==> src/rtl/isp_ae_ctrl.sv <==
// Auto-exposure controller: per-frame luma mean, dead-band compare,
// saturating exposure stepping and a req/ack sensor config write.
module isp_ae_ctrl #(
   parameter int          IMG_HDISP  = 640,
   parameter int          IMG_VDISP  = 480,
   parameter int          MEAN_SHIFT = 18,
   parameter int          ACC_W      = 32,
   parameter int          TARGET     = 128,
   parameter int          HYST       = 8,
   parameter logic [15:0] EXP_INIT   = 16'h0100,
   parameter logic [15:0] EXP_MIN    = 16'h0010,
   parameter logic [15:0] EXP_MAX    = 16'h0FFF,
   parameter logic [15:0] EXP_STEP   = 16'h0010
) (
   input  logic        clk,
   input  logic        rst_n,
   input  logic        ae_en,
   input  logic        vsync,
   input  logic        href,
   input  logic [7:0]  red,
   input  logic [7:0]  green,
   input  logic [7:0]  blue,
   output logic        cfg_req,
   output logic [15:0] cfg_data,
   input  logic        cfg_ack,
   output logic [15:0] exp_val,
   output logic [7:0]  ae_mean,
   output logic        ae_locked,
   output logic        frame_err
);

   localparam logic [23:0]       PIX_TOTAL = 24'(IMG_HDISP * IMG_VDISP);
   localparam logic signed [9:0] WIN_LO    = 10'(TARGET - HYST);
   localparam logic signed [9:0] WIN_HI    = 10'(TARGET + HYST);

   typedef enum logic [1:0] {ACCUM, EVAL, ADJ, REQ} state_t;

   state_t             state_q;
   state_t             state_d;
   logic               vsync_d;
   logic               frame_end;
   logic [9:0]         y_sum;
   logic [9:0]         y10;
   logic [ACC_W:0]     acc_add;
   logic [ACC_W-1:0]   acc;
   logic [ACC_W-1:0]   snap_acc;
   logic [23:0]        pix_cnt;
   logic [23:0]        snap_cnt;
   logic [ACC_W-1:0]   mean_full;
   logic [7:0]         mean_sat;
   logic signed [9:0]  eval_s;
   logic signed [9:0]  cur_s;
   logic [16:0]        exp_up;
   logic [15:0]        exp_new;
   logic               dark;
   logic               bright;

   assign frame_end = vsync_d & ~vsync;
   assign y_sum     = {2'b00, red} + {1'b0, green, 1'b0} + {2'b00, blue};
   assign y10       = y_sum >> 2;
   assign acc_add   = {1'b0, acc} + {{(ACC_W-9){1'b0}}, y10};
   assign mean_full = snap_acc >> MEAN_SHIFT;
   assign mean_sat  = (|mean_full[ACC_W-1:8]) ? 8'hFF : mean_full[7:0];
   assign eval_s    = $signed({2'b00, mean_sat});
   assign cur_s     = $signed({2'b00, ae_mean});
   assign dark      = ae_en & ~frame_err & (cur_s < WIN_LO);
   assign bright    = ae_en & ~frame_err & (cur_s > WIN_HI);
   assign exp_up    = {1'b0, exp_val} + {1'b0, EXP_STEP};

   // Next exposure: saturating step toward the target window
   always_comb begin
      exp_new = exp_val;
      if (dark) begin
         exp_new = (exp_up > {1'b0, EXP_MAX}) ? EXP_MAX : exp_up[15:0];
      end else if (bright) begin
         if ({1'b0, exp_val} < ({1'b0, EXP_MIN} + {1'b0, EXP_STEP}))
            exp_new = EXP_MIN;
         else
            exp_new = exp_val - EXP_STEP;
      end
   end

   // Luma/pixel accumulation, frame-end clearing and snapshot capture
   always_ff @(posedge clk or negedge rst_n) begin
      if (!rst_n) begin
         vsync_d  <= 1'b1;
         acc      <= '0;
         pix_cnt  <= '0;
         snap_acc <= '0;
         snap_cnt <= '0;
      end else begin
         vsync_d <= vsync;
         if (frame_end) begin
            acc     <= '0;
            pix_cnt <= '0;
            if (state_q == ACCUM) begin
               snap_acc <= acc;
               snap_cnt <= pix_cnt;
            end
         end else if (vsync && href) begin
            acc     <= acc_add[ACC_W] ? '1 : acc_add[ACC_W-1:0];
            pix_cnt <= (&pix_cnt) ? pix_cnt : pix_cnt + 24'd1;
         end
      end
   end

   // FSM state register
   always_ff @(posedge clk or negedge rst_n) begin
      if (!rst_n) state_q <= ACCUM;
      else        state_q <= state_d;
   end

   // FSM next-state: evaluate once per frame, then adjust, then handshake
   always_comb begin
      state_d = state_q;
      unique case (state_q)
         ACCUM: if (frame_end) state_d = EVAL;
         EVAL:  state_d = ADJ;
         ADJ:   state_d = (exp_new != exp_val) ? REQ : ACCUM;
         REQ:   if (cfg_ack) state_d = ACCUM;
      endcase
   end

   // Registered statistics, exposure and config-write outputs
   always_ff @(posedge clk or negedge rst_n) begin
      if (!rst_n) begin
         cfg_req   <= 1'b0;
         cfg_data  <= EXP_INIT;
         exp_val   <= EXP_INIT;
         ae_mean   <= '0;
         ae_locked <= 1'b0;
         frame_err <= 1'b0;
      end else begin
         unique case (state_q)
            EVAL: begin
               ae_mean   <= mean_sat;
               frame_err <= (snap_cnt != PIX_TOTAL);
               ae_locked <= (eval_s >= WIN_LO) && (eval_s <= WIN_HI);
            end
            ADJ: begin
               if (exp_new != exp_val) begin
                  exp_val  <= exp_new;
                  cfg_data <= exp_new;
                  cfg_req  <= 1'b1;
               end
            end
            REQ: if (cfg_ack) cfg_req <= 1'b0;
            default: ;
         endcase
      end
   end

endmodule

==> config.mk <==
export PLATFORM = sky130hd
export DESIGN_NAME = isp_ae_ctrl
export DESIGN_NICKNAME = d
export VERILOG_FILES = /design/src/rtl/isp_ae_ctrl.sv
export SDC_FILE = /design/constraint.sdc
export NUM_CORES = 1
export LEC_CHECK = 0
export ABC_AREA = 1
export ABC_CLOCK_PERIOD_IN_PS = 2700
export CAP_MARGIN = 15
export CELL_PAD_IN_SITES_DETAIL_PLACEMENT = 0
export CELL_PAD_IN_SITES_GLOBAL_PLACEMENT = 1
export CORE_UTILIZATION = 39
export DETAILED_ROUTE_END_ITERATION = 12
export HOLD_SLACK_MARGIN = 0.1
export PLACE_DENSITY = 0.88
export SETUP_SLACK_MARGIN = 0.4
export SLEW_MARGIN = 20
export SYNTH_ARGS = -nofsm -noshare
export SYNTH_HDL_FRONTEND = slang
export SYNTH_SLANG_ARGS = --single-unit
==> constraint.sdc <==
create_clock -name clk -period 2.7 [get_ports clk]
set_clock_uncertainty 0.05 [all_clocks]
set_input_delay 0.54 -clock clk [delete_from_list [all_inputs] [get_ports clk]]
set_output_delay 0.54 -clock clk [all_outputs]
set_load 0.01 [all_outputs]
==> flow_summary.toml, run 1 <==
[global_route]
overflow = 0
grt_pass1_wl_mm = 37.1
grt_pass1_vias = 7782
antenna_found_initial = 0
grtUsageTotal_pct = 21.2
grt_max_degree = 125

[logic_synthesis]
avgSynthCellArea_um2 = 7.40
yosysTopAreaCell = "dfrtp_1"
yosys.area_share.simple_pct = 31.1
synth_compound_area_share_pct = 12.2
synth_top_area_share_pct = 37.1
synth_fa_ha_area_share_pct = 5.08
syn_inst = 1112
synth-seq-cells = 124
ys_types = 52
ys_seq_area_share_pct = 37.8
synth_top_family_by_area = "simple AND/OR/NAND/NOR gates"
synth.most_common_cell = "nand2_1"
synth-warning-count = 0
synthArstFlopShare_pct = 100
muxShareOfSynthArea_pct = 0.548
syn_nets = 1170
synth_common_cells = "nand2_1 (278), inv_1 (143), dfrtp_1 (122), o21ai_0 (100), nor2_1 (84)"
synth_edf_count = 0
ys_top_cells_by_area = "dfrtp_1 (37%), nand2_1 (13%), inv_1 (6.5%), o21ai_0 (6.1%), nand3_1 (5.0%)"
synthFlopType = "dfrtp_1"
synth_xor_area_share_pct = 3.07
mappedNetlistArea_mm2 = 0.00823

[finish]
area.growth.synth_to_final_pct = 42.2
num-nets-final = 1380
drive_gt1_share_pct = 30.7
n_antenna_cell = 0

[sta]
drv_slew = 0
min_period_ns = 3.80
fmax_ghz = 0.263
timing.slew.headroom_pct = 54.6
finalSetupTns_ns = -34.17
worst_pin_slew_ns = 0.681
setup_viol = 51
fin_ws_ns = -1.10
whs_ns = 0.150
period_share_pct = 141
rsz0062_at_grt = "yes"
hold_viol_final = 0

[pwr]
p_per_area_mw_per_mm2 = 799
ir_drop_mv = 0.546
p_leak_nw = 5.41

[routing]
routed_wl_mm = 23.0
via_per_inst = 5.11
vias = 8197
drc = 0
wl_per_cell_um = 14.3
antenna_left = 0
drt-initial-drc-count = 469
drt_first_pass_iters = 5

[floorplan]
boundaryPins = 73
core_area_mm2 = 0.0204
die-area_mm2 = 0.0217
rows = 52
die_h_um = 147
start_util_pct = 40.3
die_w_um = 147

[job]
maxCapViolCount = 0

[worst_setup_path]
cp_max_fo = 3
required_ns = 2.96
max_stage_delay_ns = 0.46
crit_top_cell = "buf_4"
crit_chain = "buf_6 > inv_4 > fa_1 > nand3b_1 > fa_2 > o21ai_4 > a21oi_2 > o21ai_2 > xnor2_1 > inv_1 > ha_4 > inv_4 > buf_4 > buf_4 > buf_4 > buf_4 > buf_4 > buf_4 > buf_4 > buf_4 > xor2_2 > a21oi_2 > a21o_1"
crit_arrival_ns = 4.06
critPathKind = "primary input to flop"
startpoint_type = "primary input"
slowest_stage = "fa_1"
worst_setup_path_end_kind = "flop"

[clock_network]
clk_pin_slew_ns = 0.06
numCtsBuffers = 17
cts_tree = "yes"
ctsHtreeMaxLevel = 4
clock_latency_ns = 0.42
clock_path_buffers = 2
cts_num_sinks = 124
root_buffer = "clkbuf_16"

[run_status]
violations = "setup timing"
outcome = "complete, but fails checks"

[hold_path]
min_path_type = "primary input to asynchronous set/reset pin"

[placement]
portBuffers = 72
gp_congestion = 0.877
post-dp-hpwl_mm = 15.9
power by group:
part / leakage [nW] / internal (mW) / switching (mW)
combinational: 3.46 / 2.20 / 2.35
clock: 0.286 / 1.48 / 0.874
sequential: 1.67 / 2.15 / 0.289
timing repair:
| item | in CTS | in global routing |
|---|---|---|
| hold buffers | 0 | 0 |
| setup endpoints to repair | 57 | 73 |
| endpoints found under the hold margin | 0 | 0 |
| pin swaps | 53 | 81 |
| resized for setup | 114 | 112 |
| buffers inserted | 19 | 19 |
| cloned | 1 | 2 |
area by class of cell:
type,count,area [µm²]
fill,1850,8730
multi-input combinational,797,5010
sequential,124,3110
timing repair buffer,233,2050
inverter,148,573
clock buffer,19,443
tap,270,338
clock inverter,13,165
timing repair inverter,1,7.51
path summary, 6_finish.rpt:
kind                       slack [ns]                     from                      end  cells past startpoint
setup / recovery                -1.10                 green[0]       acc[5]$_DFFE_PN0P_                     23
hold / removal                   0.15                    rst_n   pix_cnt[9]$_DFFE_PN0P_                      2
setup reg to reg                -0.07   exp_val[5]$_DFFE_PN0P_      cfg_req$_DFFE_PN0P_                     17
hold reg to reg                  0.43  pix_cnt[22]$_DFFE_PN0P_  pix_cnt[22]$_DFFE_PN0P_                      1
max in group asynchronous        1.88                    rst_n   exp_val[4]$_DFFE_PN0P_                      2
min in group clk                 0.43  pix_cnt[22]$_DFFE_PN0P_  pix_cnt[22]$_DFFE_PN0P_                      1
worst max-delay path, delay by kind of cell:
family | cells | cell delay, ns
compound gates | 5 | 0.66
simple gates | 1 | 0.22
xor+xnor | 2 | 0.25
fa+ha+maj | 3 | 1.19
buf+inv | 12 | 1.20
through the flow:
| stage | cells | worst slack [ns] | util (%) | area (µm²) | power, mW |
|---|---|---|---|---|---|
| after floorplan | 1112 | -1.32 | - | 8350 | 4.54 |
| after global placement | 1532 | -1.97 | 49.3 | 10100 | 5.93 |
| after detailed placement | 1532 | -2.07 | 49.3 | 10100 | 6.01 |
| after CTS | 1584 | -1.03 | 54.3 | 11100 | 8.78 |
| after global routing | 1605 | -1.27 | 57.3 | 11700 | 9.89 |
| final | 1605 | -1.10 | 57.3 | 11700 | 9.35 |
per-layer routing:
metal / GRT usage [%] / vias to the layer above / part of all wire [%]
met4: 5.88 / 0 / 2.0
li1: - / 4051 / -
met3: 3.57 / 34 / 4.4
met2: 37.8 / 224 / 52
met1: 26.2 / 3888 / 42
met5: 0 / - / 0
state kept, by name, indices dropped and copies added (netlist names):
signal,cells
ae_mean,8
acc,32
snap_acc,14
ae_locked,1
state_q,2
pix_cnt,24
vsync_d,1
exp_val,16
snap_cnt,24
cfg_req,1
frame_err,1
cells by family after synthesis:
group                    after synthesis
AND/OR/NAND/NOR                      557
buffers and inverters                191
AO/OA/AOI/OAI                        180
flip-flops                           124
XOR/XNOR                              28
adder cells (fa/ha/maj)               28
multiplexers                           4
placed cells by master (no fill, tap or decap), types with 5 or more instances in the layout:
| cell | netlist | routed |
|---|---|---|
| ha_1 | 19 | 13 |
| nor2_2 | 9 | 18 |
| o21ai_1 | 0 | 27 |
| fa_1 | 9 | 7 |
| nand2_2 | 10 | 56 |
| inv_1 | 143 | 129 |
| nor4_1 | 14 | 12 |
| nor2_1 | 84 | 68 |
| a21oi_1 | 45 | 33 |
| clkdlybuf4s50_1 | 0 | 57 |
| nor3_1 | 25 | 21 |
| nor3_2 | 3 | 6 |
| nand3_2 | 6 | 25 |
| nand4_1 | 26 | 26 |
| nand3_4 | 3 | 10 |
| dlygate4sd2_1 | 0 | 5 |
| nand2_4 | 3 | 11 |
| buf_6 | 6 | 14 |
| inv_2 | 5 | 14 |
| clkinvlp_4 | 0 | 5 |
| dfrtp_2 | 0 | 5 |
| buf_4 | 18 | 141 |
| ha_4 | 0 | 6 |
| nand3_1 | 82 | 56 |
| a21oi_2 | 0 | 11 |
| nand2_1 | 278 | 223 |
| o21ai_2 | 0 | 5 |
| clkbuf_16 | 0 | 19 |
| a21o_1 | 5 | 5 |
| dfrtp_1 | 122 | 117 |
| xor2_1 | 22 | 20 |
| nor2_4 | 2 | 9 |
| o21ai_0 | 100 | 67 |
Power figures use the tool's default switching activity.
==> run 2: changes to the inputs <==
--- a/config.mk
+++ b/config.mk
@@ -12,6 +12,7 @@
 export CELL_PAD_IN_SITES_GLOBAL_PLACEMENT = 1
 export CORE_UTILIZATION = 39
 export DETAILED_ROUTE_END_ITERATION = 12
+export GPL_ROUTABILITY_DRIVEN = 0
 export HOLD_SLACK_MARGIN = 0.1
 export PLACE_DENSITY = 0.88
 export SETUP_SLACK_MARGIN = 0.4
==> results of run 2 <==
No change in the layout: final DEF, timing and power equal those of run 1.
==> run 3: changes to the inputs <==
--- a/config.mk
+++ b/config.mk
@@ -16,7 +16,6 @@
 export HOLD_SLACK_MARGIN = 0.1
 export PLACE_DENSITY = 0.88
 export SETUP_SLACK_MARGIN = 0.4
-export SLEW_MARGIN = 20
 export SYNTH_ARGS = -nofsm -noshare
 export SYNTH_HDL_FRONTEND = slang
 export SYNTH_SLANG_ARGS = --single-unit
==> results of run 3 <==
No change in the layout: final DEF, timing and power equal those of run 1.
